**config.mk**
```make
export PLATFORM = sky130hd
export DESIGN_NAME = i2s_dac_tx
export DESIGN_NICKNAME = d
export VERILOG_FILES = /design/src/rtl/i2s_pkg.sv /design/src/rtl/i2s_clk_gen.sv /design/src/rtl/i2s_dac_tx.sv
export SDC_FILE = /design/constraint.sdc
export NUM_CORES = 1
export LEC_CHECK = 0
export ABC_AREA = 1
export CAP_MARGIN = 40
export CORE_MARGIN = 10
export CORE_UTILIZATION = 60
export DETAILED_ROUTE_END_ITERATION = 10
export GPL_TIMING_DRIVEN = 0
export PLACE_DENSITY = 0.95
export SYNTH_ARGS = -nofsm -noshare
export SYNTH_HDL_FRONTEND = slang
export SYNTH_SLANG_ARGS = --single-unit
```
**constraint.sdc**
```tcl
create_clock -name clk -period 3.7 [get_ports clk]
set_input_delay 0.74 -clock clk [delete_from_list [all_inputs] [get_ports clk]]
set_output_delay 0.74 -clock clk [all_outputs]
set_load 0.01 [all_outputs]
```
**src/rtl/i2s_pkg.sv**
```systemverilog
// Shared constants and payload types for the I2S playback and capture paths.
package i2s_pkg;

   localparam int unsigned SLOT_BITS    = 32;
   localparam int unsigned FRAME_BITS   = 64;
   localparam int unsigned BIT_CNT_W    = $clog2(FRAME_BITS);
   localparam int unsigned SLOT_IDX_W   = $clog2(SLOT_BITS);
   localparam int unsigned SAMPLE_W_DEF = 16;

   // Stereo pair at the default sample width.
   typedef struct packed {
      logic signed [SAMPLE_W_DEF-1:0] left;
      logic signed [SAMPLE_W_DEF-1:0] right;
   } stereo_t;

endpackage

```
**src/rtl/i2s_clk_gen.sv**
```systemverilog
// Bit-clock divider and frame bit counter for an I2S master.
// Ports:
//   clk, reset_n       : system clock, async active-low reset
//   o_bclk             : bit clock (registered), first rise BCLK_HALF clk after reset
//   o_fall_c           : high in the clk cycle where o_bclk toggles 1->0
//   o_frame_start_c    : high on the fall where o_bit_cnt wraps 63->0
//   o_bit_cnt          : position within the 64-bit frame, advances on each fall
module i2s_clk_gen
   import i2s_pkg::*;
#(
   parameter int unsigned BCLK_HALF = 8
) (
   input  logic                 clk,
   input  logic                 reset_n,
   output logic                 o_bclk,
   output logic                 o_fall_c,
   output logic                 o_frame_start_c,
   output logic [BIT_CNT_W-1:0] o_bit_cnt
);

   localparam int unsigned DIV_W = $clog2(BCLK_HALF);

   logic [DIV_W-1:0]     r_div_cnt;
   logic                 r_bclk;
   logic [BIT_CNT_W-1:0] r_bit_cnt;
   logic                 w_tc;

   // Terminal count of the half-period divider.
   assign w_tc            = (r_div_cnt == DIV_W'(BCLK_HALF - 1));
   assign o_fall_c        = w_tc & r_bclk;
   assign o_frame_start_c = o_fall_c & (r_bit_cnt == '1);
   assign o_bclk          = r_bclk;
   assign o_bit_cnt       = r_bit_cnt;

   // Divider, bit clock and bit counter.
   always_ff @(posedge clk or negedge reset_n) begin
      if (!reset_n) begin
         r_div_cnt <= '0;
         r_bclk    <= 1'b0;
         r_bit_cnt <= '0;
      end else begin
         if (w_tc) begin
            r_div_cnt <= '0;
            r_bclk    <= ~r_bclk;
         end else begin
            r_div_cnt <= r_div_cnt + DIV_W'(1);
         end
         if (o_fall_c) begin
            r_bit_cnt <= r_bit_cnt + BIT_CNT_W'(1);
         end
      end
   end

endmodule

```
**src/rtl/i2s_dac_tx.sv**
```systemverilog
// I2S transmitter to the codec DAC: one-pair holding register, frame register,
// MSB-first serializer with one BCLK of delay after LRCK, and underrun flag.
// Ports:
//   clk, reset_n                : system clock, async active-low reset
//   s_left/s_right/s_valid      : stereo pair from the audio core
//   s_ready                     : holding register empty
//   underrun                    : 1-clk pulse when a frame starts with nothing held
//   aud_bclk/aud_daclrck/aud_dacdat : codec pins, change only on BCLK falls
module i2s_dac_tx
   import i2s_pkg::*;
#(
   parameter int unsigned SAMPLE_W  = 16,
   parameter int unsigned BCLK_HALF = 8
) (
   input  logic                clk,
   input  logic                reset_n,
   input  logic [SAMPLE_W-1:0] s_left,
   input  logic [SAMPLE_W-1:0] s_right,
   input  logic                s_valid,
   output logic                s_ready,
   output logic                underrun,
   output logic                aud_bclk,
   output logic                aud_daclrck,
   output logic                aud_dacdat
);

   localparam int unsigned PAD_W = SLOT_BITS - 1 - SAMPLE_W;

   typedef struct packed {
      logic signed [SAMPLE_W-1:0] left;
      logic signed [SAMPLE_W-1:0] right;
   } pair_t;

   logic                  w_fall_c;
   logic                  w_frame_start_c;
   logic [BIT_CNT_W-1:0]  w_bit_cnt;
   logic [BIT_CNT_W-1:0]  w_bit_nxt;
   logic [SLOT_IDX_W-1:0] w_slot_idx;
   logic [SAMPLE_W-1:0]   w_sample;
   logic [SLOT_BITS-1:0]  w_slot;
   logic                  w_xfer;
   logic                  w_hold_full_nxt;

   pair_t r_hold;
   pair_t r_frame;
   logic  r_hold_full;
   logic  r_s_ready;
   logic  r_underrun;
   logic  r_lrck;
   logic  r_dat;

   i2s_clk_gen #(
      .BCLK_HALF (BCLK_HALF)
   ) u_clk_gen (
      .clk             (clk),
      .reset_n         (reset_n),
      .o_bclk          (aud_bclk),
      .o_fall_c        (w_fall_c),
      .o_frame_start_c (w_frame_start_c),
      .o_bit_cnt       (w_bit_cnt)
   );

   // Holding-register occupancy and the slot bit selected for the next fall.
   always_comb begin
      w_xfer          = s_valid & r_s_ready;
      w_hold_full_nxt = r_hold_full;
      if (w_frame_start_c) w_hold_full_nxt = 1'b0;
      if (w_xfer)          w_hold_full_nxt = 1'b1;

      w_bit_nxt  = w_bit_cnt + BIT_CNT_W'(1);
      w_slot_idx = w_bit_nxt[SLOT_IDX_W-1:0];
      w_sample   = w_bit_nxt[BIT_CNT_W-1] ? r_frame.right : r_frame.left;
      // Slot image MSB-first: bit 31 is the idle slot-0 bit, sample follows, zero pad after.
      w_slot     = SLOT_BITS'(w_sample) << PAD_W;
   end

   // Holding/frame registers, underrun flag and pin outputs.
   always_ff @(posedge clk or negedge reset_n) begin
      if (!reset_n) begin
         r_hold      <= '0;
         r_frame     <= '0;
         r_hold_full <= 1'b0;
         r_s_ready   <= 1'b1;
         r_underrun  <= 1'b0;
         r_lrck      <= 1'b0;
         r_dat       <= 1'b0;
      end else begin
         r_hold_full <= w_hold_full_nxt;
         r_s_ready   <= ~w_hold_full_nxt;
         r_underrun  <= w_frame_start_c & ~r_hold_full;
         if (w_xfer) begin
            r_hold.left  <= s_left;
            r_hold.right <= s_right;
         end
         // A pair arriving on the load cycle itself only lands in the holding register.
         if (w_frame_start_c) begin
            r_frame <= r_hold_full ? r_hold : '0;
         end
         if (w_fall_c) begin
            r_lrck <= w_bit_nxt[BIT_CNT_W-1];
            // Bit at slot index k lives at w_slot[31-k], which is ~k for a 5-bit index.
            r_dat  <= w_slot[~w_slot_idx];
         end
      end
   end

   assign s_ready     = r_s_ready;
   assign underrun    = r_underrun;
   assign aud_daclrck = r_lrck;
   assign aud_dacdat  = r_dat;

endmodule
```
==> reports/metrics.csv, run 1 <==
stage,metric,value,unit
routing,Routed Wire Length,7800,microns
yosys,"EDFF count, synth",0,
place,GPL Wtd Cong,0.948,
layout,Util after Layout,75.1,%
die,Starting Density,62.1,%
yosys,yosys warns,0,
place,DP Wirelength,5430,microns
place,placed cells,451,
clock_tree,clock tree buffer depth,2,
routing,Via Count,2575,
worst_setup_path,critical path class,register to output port,
clock_tree,Clock Tree Root,clkbuf_8,
routing,Initial DRC Count,230,
layout,Antenna Cells,0,
job,max-capacitance violation count,0,
die,# rows,27,
timing,Setup WS post-layout,1.54,ns
die,Ports,40,
routing,DRC,0,
routing,Wirelength per Cell,16.7,microns
global_route,first-pass GRT wire length,13200,microns
timing,unrepaired setup endpoints after global routing,no,
global_route,vias in the first global route,2744,
clock_tree,# clock sinks,78,
clock_tree,number of buffers created by CTS,9,
yosys,Main synth FF type,dfrtp_1,
yosys,Synth cell types,27,
clock_tree,H-tree depth,3,
power,switching pwr,0.000337,W
yosys,Avg Inst Size Synth,10.1,sq um
timing,Peak Freq,464,MHz
worst_setup_path,critical path startpoint category,register,
worst_setup_path,"Largest stage delay, worst path",0.54,ns
die,Die Width,95.5,microns
worst_setup_path,Critical Path AT,1.42,ns
routing,length of the first detailed-routing pass in iterations,4,
power,worst vdd ir,0.317,mV
layout,proportion of layout cells with a drive suffix above 1,17.5,%
power,Clock power frac,42.3,%
layout,Fillers,371,
outcome,run status,"complete, no violations",
yosys,Synthesized Nets,377,
timing,post-route minimum period,2.16,ns
power,power share of the sequential group,54.2,%
timing,final period utilization,58.3,%
timing,worst-margin pin slew,0.577,ns
global_route,largest net degree at the start of global routing,57,
layout,Non-Filler Instances,467,
place,port buffer count,39,
power,Pwr Density,380,nW/um^2
place,pre-CTS setup slack,1.33,ns
timing,final hold vios,0,
clock_tree,Clock Pin Slew Worst Setup and Hold Paths,0.08,ns
yosys,cell area after synthesis,3420,sq um
routing,vias per cell,5.51,
worst_setup_path,"Slowest-stage cell, CP",dfstp_2,
power,logic gate share of total power,3.5,%
worst_setup_path,Worst Path Required,2.96,ns
die,Die Y,95.5,microns
die,die area,9120,sq um
layout,"commonest non-fill, non-tap cell in the layout",dfrtp_1,
clock_tree,Post-CTS Resized,0,
power,total power,0.00157,W
worst_setup_path,Buf/Inv on CP,1,
clock_tree,Post-CTS Hold Buffers,0,
worst_setup_path,crit-path max FO,2,
timing,Clock Skew,0.00977,ns
global_route,grt ovf,0,
timing,Max Slew Vio Count,0,
global_route,GRT Resource Usage Total,18.7,%
power,Internal Dissipation,0.00123,W
worst_setup_path,CP top delay family,flip-flops,
clock_tree,Post-CTS Setup Repair Bufs,0,
power,Sw Share,21.5,%
clock_tree,CTS tree,done,
yosys,cell count after synthesis,339,
yosys,async set or reset register ratio after synthesis,100,%
die,Core Area,5510,sq um
routing,final antenna-violating net count,0,
hold_path,min-delay worst type,primary input to asynchronous set/reset pin,
worst_setup_path,kind of end point of the critical path,output port,
power,leakage power,2.04,nW
place,DP Area,3930,sq um
layout,final instance area,4130,sq um
layout,most frequent cells in the layout,"dfrtp_1, nand2_1, nand3_1, clkdlybuf4s50_1, mux2_2",
layout,"Area growth, synth to finish",20.9,%
yosys,synthesized flop and latch total,78,
clock_tree,"Clk Latency, worst-skew pair",0.35,ns
worst_setup_path,crit-path cells,clkdlybuf4s50_1,
timing,max_slew headroom,61.5,%
layout,NumNets Final,428,
global_route,initial antenna violation count,0,
yosys,"Seq/Total Area, Yosys",57.1,%
timing,Final setup viols,0,
==> per-layer routing <==
metal,vias up,wire (microns),track usage (%)
li1,1223,-,-
met1,1251,3230,22.3
met2,76,3940,31.0
met3,25,343,4.71
met4,0,286,8.85
met5,-,0,0
==> cells in the mapped netlist (3+ instances only) <==
| library cell | count | area share (%) |
|---|---|---|
| dfrtp_1 | 77 | 56 |
| nand2_1 | 58 | 6.4 |
| nand3_1 | 49 | 7.2 |
| mux2_2 | 32 | 11 |
| inv_1 | 31 | 3.4 |
| o21ai_0 | 31 | 4.5 |
| a21oi_1 | 10 | 1.5 |
| clkbuf_1 | 9 | 0.99 |
| nor2_1 | 9 | 0.99 |
| buf_2 | 4 | 0.59 |
| buf_1 | 3 | 0.33 |
| ha_1 | 3 | 1.1 |
| nand3_2 | 3 | 0.88 |
| o21ai_1 | 3 | 0.44 |
| xor2_1 | 3 | 0.77 |
==> power by group through the flow <==
stage	Combinational [W]	Sequential [W]	Clock, W
CTS	0.0000563	0.000852	0.000667
finish	0.0000547	0.000852	0.000665
global route	0.0000606	0.000852	0.000714
detailed placement	0.0000560	0.000869	0
floorplan	0.000000381	0.000869	0
global placement	0.0000510	0.000869	0
==> path summary, 6_finish.rpt <==
path	cells past startpoint	slack, ns	startpoint	to
worst min register to register	1	0.46	u_clk_gen.r_div_cnt[0]	u_clk_gen.r_div_cnt[0]
worst min-delay path	1	0.27	reset_n	r_hold[7]
worst max register to register	9	1.63	u_clk_gen.o_bit_cnt[0]	r_frame[29]
max in group asynchronous	2	2.82	reset_n	s_ready
min in group clk	1	0.46	u_clk_gen.r_div_cnt[0]	u_clk_gen.r_div_cnt[0]
worst max-delay path	1	1.54	s_ready	s_ready
==> state kept, by name, summed over array words and instances (netlist names) <==
register,count
r_hold,32
underrun,1
r_frame,32
s_ready,1
u_clk_gen.o_bclk,1
aud_daclrck,1
u_clk_gen.o_bit_cnt,5
aud_dacdat,1
r_hold_full,1
u_clk_gen.r_div_cnt,3
==> per-stage QoR <==
| step | setup TNS, ns | hold WS (ns) |
|---|---|---|
| after floorplan | 0 | 0.410 |
| after global placement | -45.43 | 0.424 |
| after detailed placement | 0 | 0.442 |
| after CTS | 0 | 0.280 |
| after global routing | 0 | 0.286 |
| final | 0 | 0.272 |
==> cell type report <==
cell class | instances | area, sq um | share of cell area, %
clock buffer | 11 | 151 | 3.66
multi-input combinational | 211 | 1260 | 30.5
clock inverter | 5 | 56.3 | 1.36
inverter | 32 | 120 | 2.91
timing repair buffer | 40 | 415 | 10.1
buffer | 18 | 87.6 | 2.12
sequential | 78 | 1950 | 47.3
tap | 72 | 90.1 | 2.18
==> worst register-to-register path, stage by stage (launching register included) <==
cell and delay [ns]:
dfrtp_1 0.51, ha_1 0.25, nand2_1 0.10, nor2_1 0.12, inv_1 0.08, nor3_4 0.33
inv_1 0.15, clkbuf_1 0.26, nand2_1 0.13, nand2_1 0.06
==> logic make-up after synthesis <==
group           Yosys count  synth area share [%]
compound gates           48                  7.50
fa+ha+maj                 3                  1.10
mux                      32                  10.5
flops                    78                  57.1
buf+inv                  50                  6.07
xor+xnor                  3                 0.769
simple gates            125                  16.9
Power figures use the tool's default switching activity.
==> run 2: changes to the inputs <==
--- a/config.mk
+++ b/config.mk
@@ -8,10 +8,10 @@
 export ABC_AREA = 1
 export CAP_MARGIN = 40
 export CORE_MARGIN = 10
-export CORE_UTILIZATION = 60
+export CORE_UTILIZATION = 55
 export DETAILED_ROUTE_END_ITERATION = 10
 export GPL_TIMING_DRIVEN = 0
-export PLACE_DENSITY = 0.95
+export PLACE_DENSITY = 0.89
 export SYNTH_ARGS = -nofsm -noshare
 export SYNTH_HDL_FRONTEND = slang
 export SYNTH_SLANG_ARGS = --single-unit
==> constraint.sdc (replaced) <==
create_clock -name clk -period 2 [get_ports clk]
set_input_delay 0.4 -clock clk [delete_from_list [all_inputs] [get_ports clk]]
set_output_delay 0.4 -clock clk [all_outputs]
set_load 0.01 [all_outputs]
==> run 2 against run 1 <==
- sequential power rose by 85%
- design area increased by 1.7%
- first-iteration DRC count is 31% lower
- register-to-register slack lost 1.5 ns
- clock skew fell by 0.0030 ns
- power up 91%
- wire length fell by 0.86%
- critical path depth is 9 higher
- via count is 1.0% higher
- setup slack got worse by 1.4 ns
==> reports/metrics.csv, run 2 (synthesis results as in run 1) <==
stage,metric,value,unit,change
outcome,run status,"complete, no violations",,unchanged
power,leakage power,2.07,nW,was 2.04 nW
routing,final antenna-violating net count,0,,unchanged
layout,Fillers,424,,was 371
worst_setup_path,CP top delay family,simple AND/OR/NAND/NOR gates,,was flip-flops
layout,final instance area,4200,sq um,was 4130 sq um
worst_setup_path,kind of end point of the critical path,register,,was output port
layout,area of the multi-input gates,1260,sq um,unchanged
layout,NumNets Final,432,,was 428
die,# rows,28,,was 27
timing,Clock Skew,0.00678,ns,was 0.00977 ns
layout,most frequent cells in the layout,"dfrtp_1, nand2_1, nand3_1, clkdlybuf4s50_1, mux2_2",,unchanged
die,Core Area,5990,sq um,was 5510 sq um
place,placed cells,454,,was 451
layout,proportion of layout cells with a drive suffix above 1,18.8,%,was 17.5%
worst_setup_path,"Largest stage delay, worst path",0.43,ns,was 0.54 ns
layout,FF/Latch Area,1950,sq um,about the same
power,worst vdd ir,0.570,mV,was 0.317 mV
worst_setup_path,critical path class,register to register,,was register to output port
worst_setup_path,cell mode on critical path,nand2_1,,
worst_setup_path,Worst Path Required,2.24,ns,was 2.96 ns
routing,Routed Wire Length,7730,microns,was 7800 microns
routing,Wirelength per Cell,16.3,microns,was 16.7 microns
timing,Final setup viols,0,,unchanged
timing,final period utilization,92.4,%,
routing,vias per cell,5.49,,was 5.51
die,Die Y,98.9,microns,was 95.5 microns
timing,hold_ws,0.457,ns,was 0.272 ns
worst_setup_path,crit path from,u_clk_gen.o_bit_cnt[1],,was s_ready
timing,Max Slew Vio Count,0,,unchanged
layout,Util after Layout,70.1,%,was 75.1%
layout,Non-Filler Instances,474,,was 467
clock_tree,CTS tree,done,,unchanged
worst_setup_path,Reg2Reg Setup Slack,0.15,ns,was 1.63 ns
timing,worst-margin pin slew,0.625,ns,was 0.577 ns
clock_tree,clock tree buffer depth,2,,unchanged
die,Starting Density,57.1,%,was 62.1%
clock_tree,number of buffers created by CTS,9,,unchanged
layout,"Area growth, synth to finish",22.9,%,was 20.9%
worst_setup_path,RR Startpoint,u_clk_gen.o_bit_cnt[1],,was u_clk_gen.o_bit_cnt[0]
global_route,grt ovf,0,,unchanged
routing,length of the first detailed-routing pass in iterations,4,,unchanged
clock_tree,"Clk Latency, worst-skew pair",0.35,ns,about the same
die,die area,9770,sq um,was 9120 sq um
job,max-capacitance violation count,0,,unchanged
worst_setup_path,critical path startpoint category,register,,unchanged
worst_setup_path,"Slowest-stage cell, CP",dfrtp_1,,was dfstp_2
place,GPL Wtd Cong,0.874,,was 0.948
worst_setup_path,crit-path max FO,10,,was 2
worst_setup_path,Critical Path AT,2.09,ns,was 1.42 ns
timing,post-route minimum period,1.85,ns,
layout,"commonest non-fill, non-tap cell in the layout",dfrtp_1,,unchanged
global_route,initial antenna violation count,0,,unchanged
global_route,GRT Resource Usage Total,16.3,%,was 18.7%
die,Ports,40,,unchanged
clock_tree,Clock Pin Slew Worst Setup and Hold Paths,0.08,ns,about the same
routing,Initial DRC Count,158,,was 230
place,port buffer count,39,,unchanged
timing,max_slew headroom,58.4,%,was 61.5%
timing,Peak Freq,541,MHz,
routing,DRC,0,,unchanged
timing,final hold vios,0,,unchanged
worst_setup_path,Buf/Inv on CP,4,,was 1
clock_tree,H-tree depth,3,,unchanged
global_route,vias in the first global route,2682,,was 2744
place,DP Wirelength,5620,microns,was 5430 microns
worst_setup_path,critical path depth,10,,was 1
global_route,largest net degree at the start of global routing,60,,was 57
worst_setup_path,worst setup path endpoint,r_frame[17],,was s_ready
layout,Antenna Cells,0,,unchanged
die,Die Width,98.9,microns,was 95.5 microns
timing,unrepaired setup endpoints after global routing,no,,unchanged
hold_path,min-delay worst type,register to register,,was primary input to asynchronous set/reset pin
clock_tree,# clock sinks,78,,unchanged
power,Pwr Density,715,nW/um^2,was 380 nW/um^2
timing,Setup TNS,0,ns,unchanged
global_route,first-pass GRT wire length,13100,microns,was 13200 microns
place,DP Area,3930,sq um,about the same
routing,Via Count,2601,,was 2575
worst_setup_path,reg-to-reg critical path endpoint,r_frame[17],,was r_frame[29]
worst_setup_path,r2r worst-path depth,10,,was 9
clock_tree,Clock Tree Root,clkbuf_8,,unchanged
worst_setup_path,crit-path cells,ha_1 > nand2_1 > nor2_1 > inv_1 > nor3_4 > buf_12 > inv_1 > clkbuf_2 > nand2_1 > nand2_1,,was clkdlybuf4s50_1
## run 2: cell count changes in the layout (fill, tap and decap cells not counted), sizes merged
cell | before | now
bufinv | 1 | 2
dlygate4sd3 | 0 | 1
clkinv | 2 | 1
buf | 11 | 14
## run 2: how the worst min path moves through the flow
stage                                 from                      to  slack [ns]  cells after the start
finish              u_clk_gen.r_div_cnt[0]  u_clk_gen.r_div_cnt[0]        0.46                      1
global route        u_clk_gen.r_div_cnt[0]  u_clk_gen.r_div_cnt[0]        0.48                      1
CTS                 u_clk_gen.r_div_cnt[0]  u_clk_gen.r_div_cnt[0]        0.46                      1
detailed placement                 reset_n              r_hold[16]        0.31                      1
global placement    u_clk_gen.r_div_cnt[0]  u_clk_gen.r_div_cnt[0]        0.43                      1
floorplan                          reset_n              aud_dacdat        0.10                      0
## run 2: per-stage QoR
step | total power, W | setup slack [ns]
after floorplan | 0.00161 | 0.350
after global placement | 0.00170 | -1.98
after detailed placement | 0.00171 | -0.0612
after CTS | 0.00301 | 0.0235
after global routing | 0.00309 | 0.00401
final | 0.00300 | 0.152
## run 2: what timing repair did
item | 4_1_cts | 5_1_grt
hold buffers | 1 | 0
setup buffers | 2 | 1
endpoints found under the hold margin | 19 | 0
setup endpoints to repair | 20 | 32
pin swaps | 1 | 0
gates resized for setup | 0 | 7
## run 2: layer usage
| layer | routed length (microns) | global-route usage (%) | vias up |
|---|---|---|---|
| li1 | - | - | 1230 |
| met1 | 3300 | 19.6 | 1299 |
| met2 | 4020 | 27.7 | 57 |
| met3 | 248 | 3.28 | 15 |
| met4 | 158 | 6.73 | 0 |
| met5 | 0 | 0 | - |
## run 2: cell type report
| type | count | share of cell area, % |
|---|---|---|
| well taps | 75 | 2.23 |
| flip-flops and latches | 78 | 46.5 |
| repair buffers | 44 | 11.0 |
| clock buffers | 11 | 3.37 |
| inverters | 32 | 2.86 |
| plain buffers | 18 | 2.17 |
| multi-input cells | 211 | 30.0 |
| clock inverters | 5 | 1.94 |
## run 2: power by group
part	leakage, nW	switching, W	internal [W]	total, W
Sequential	1.07	0	0.00158	0.00158
Clock	0.110	0.000584	0.000740	0.00132
Combinational	0.894	0.0000395	0.0000643	0.000104
Total	2.07	0.000623	0.00238	0.00300
## run 2: worst register-to-register path, delay by kind of cell (launching register included)
| kind | cells | cell delay [ns] |
|---|---|---|
| buffers and inverters | 4 | 0.51 |
| adder cells (fa/ha/maj) | 1 | 0.21 |
| AND/OR/NAND/NOR | 5 | 0.60 |
| flip-flops | 1 | 0.43 |
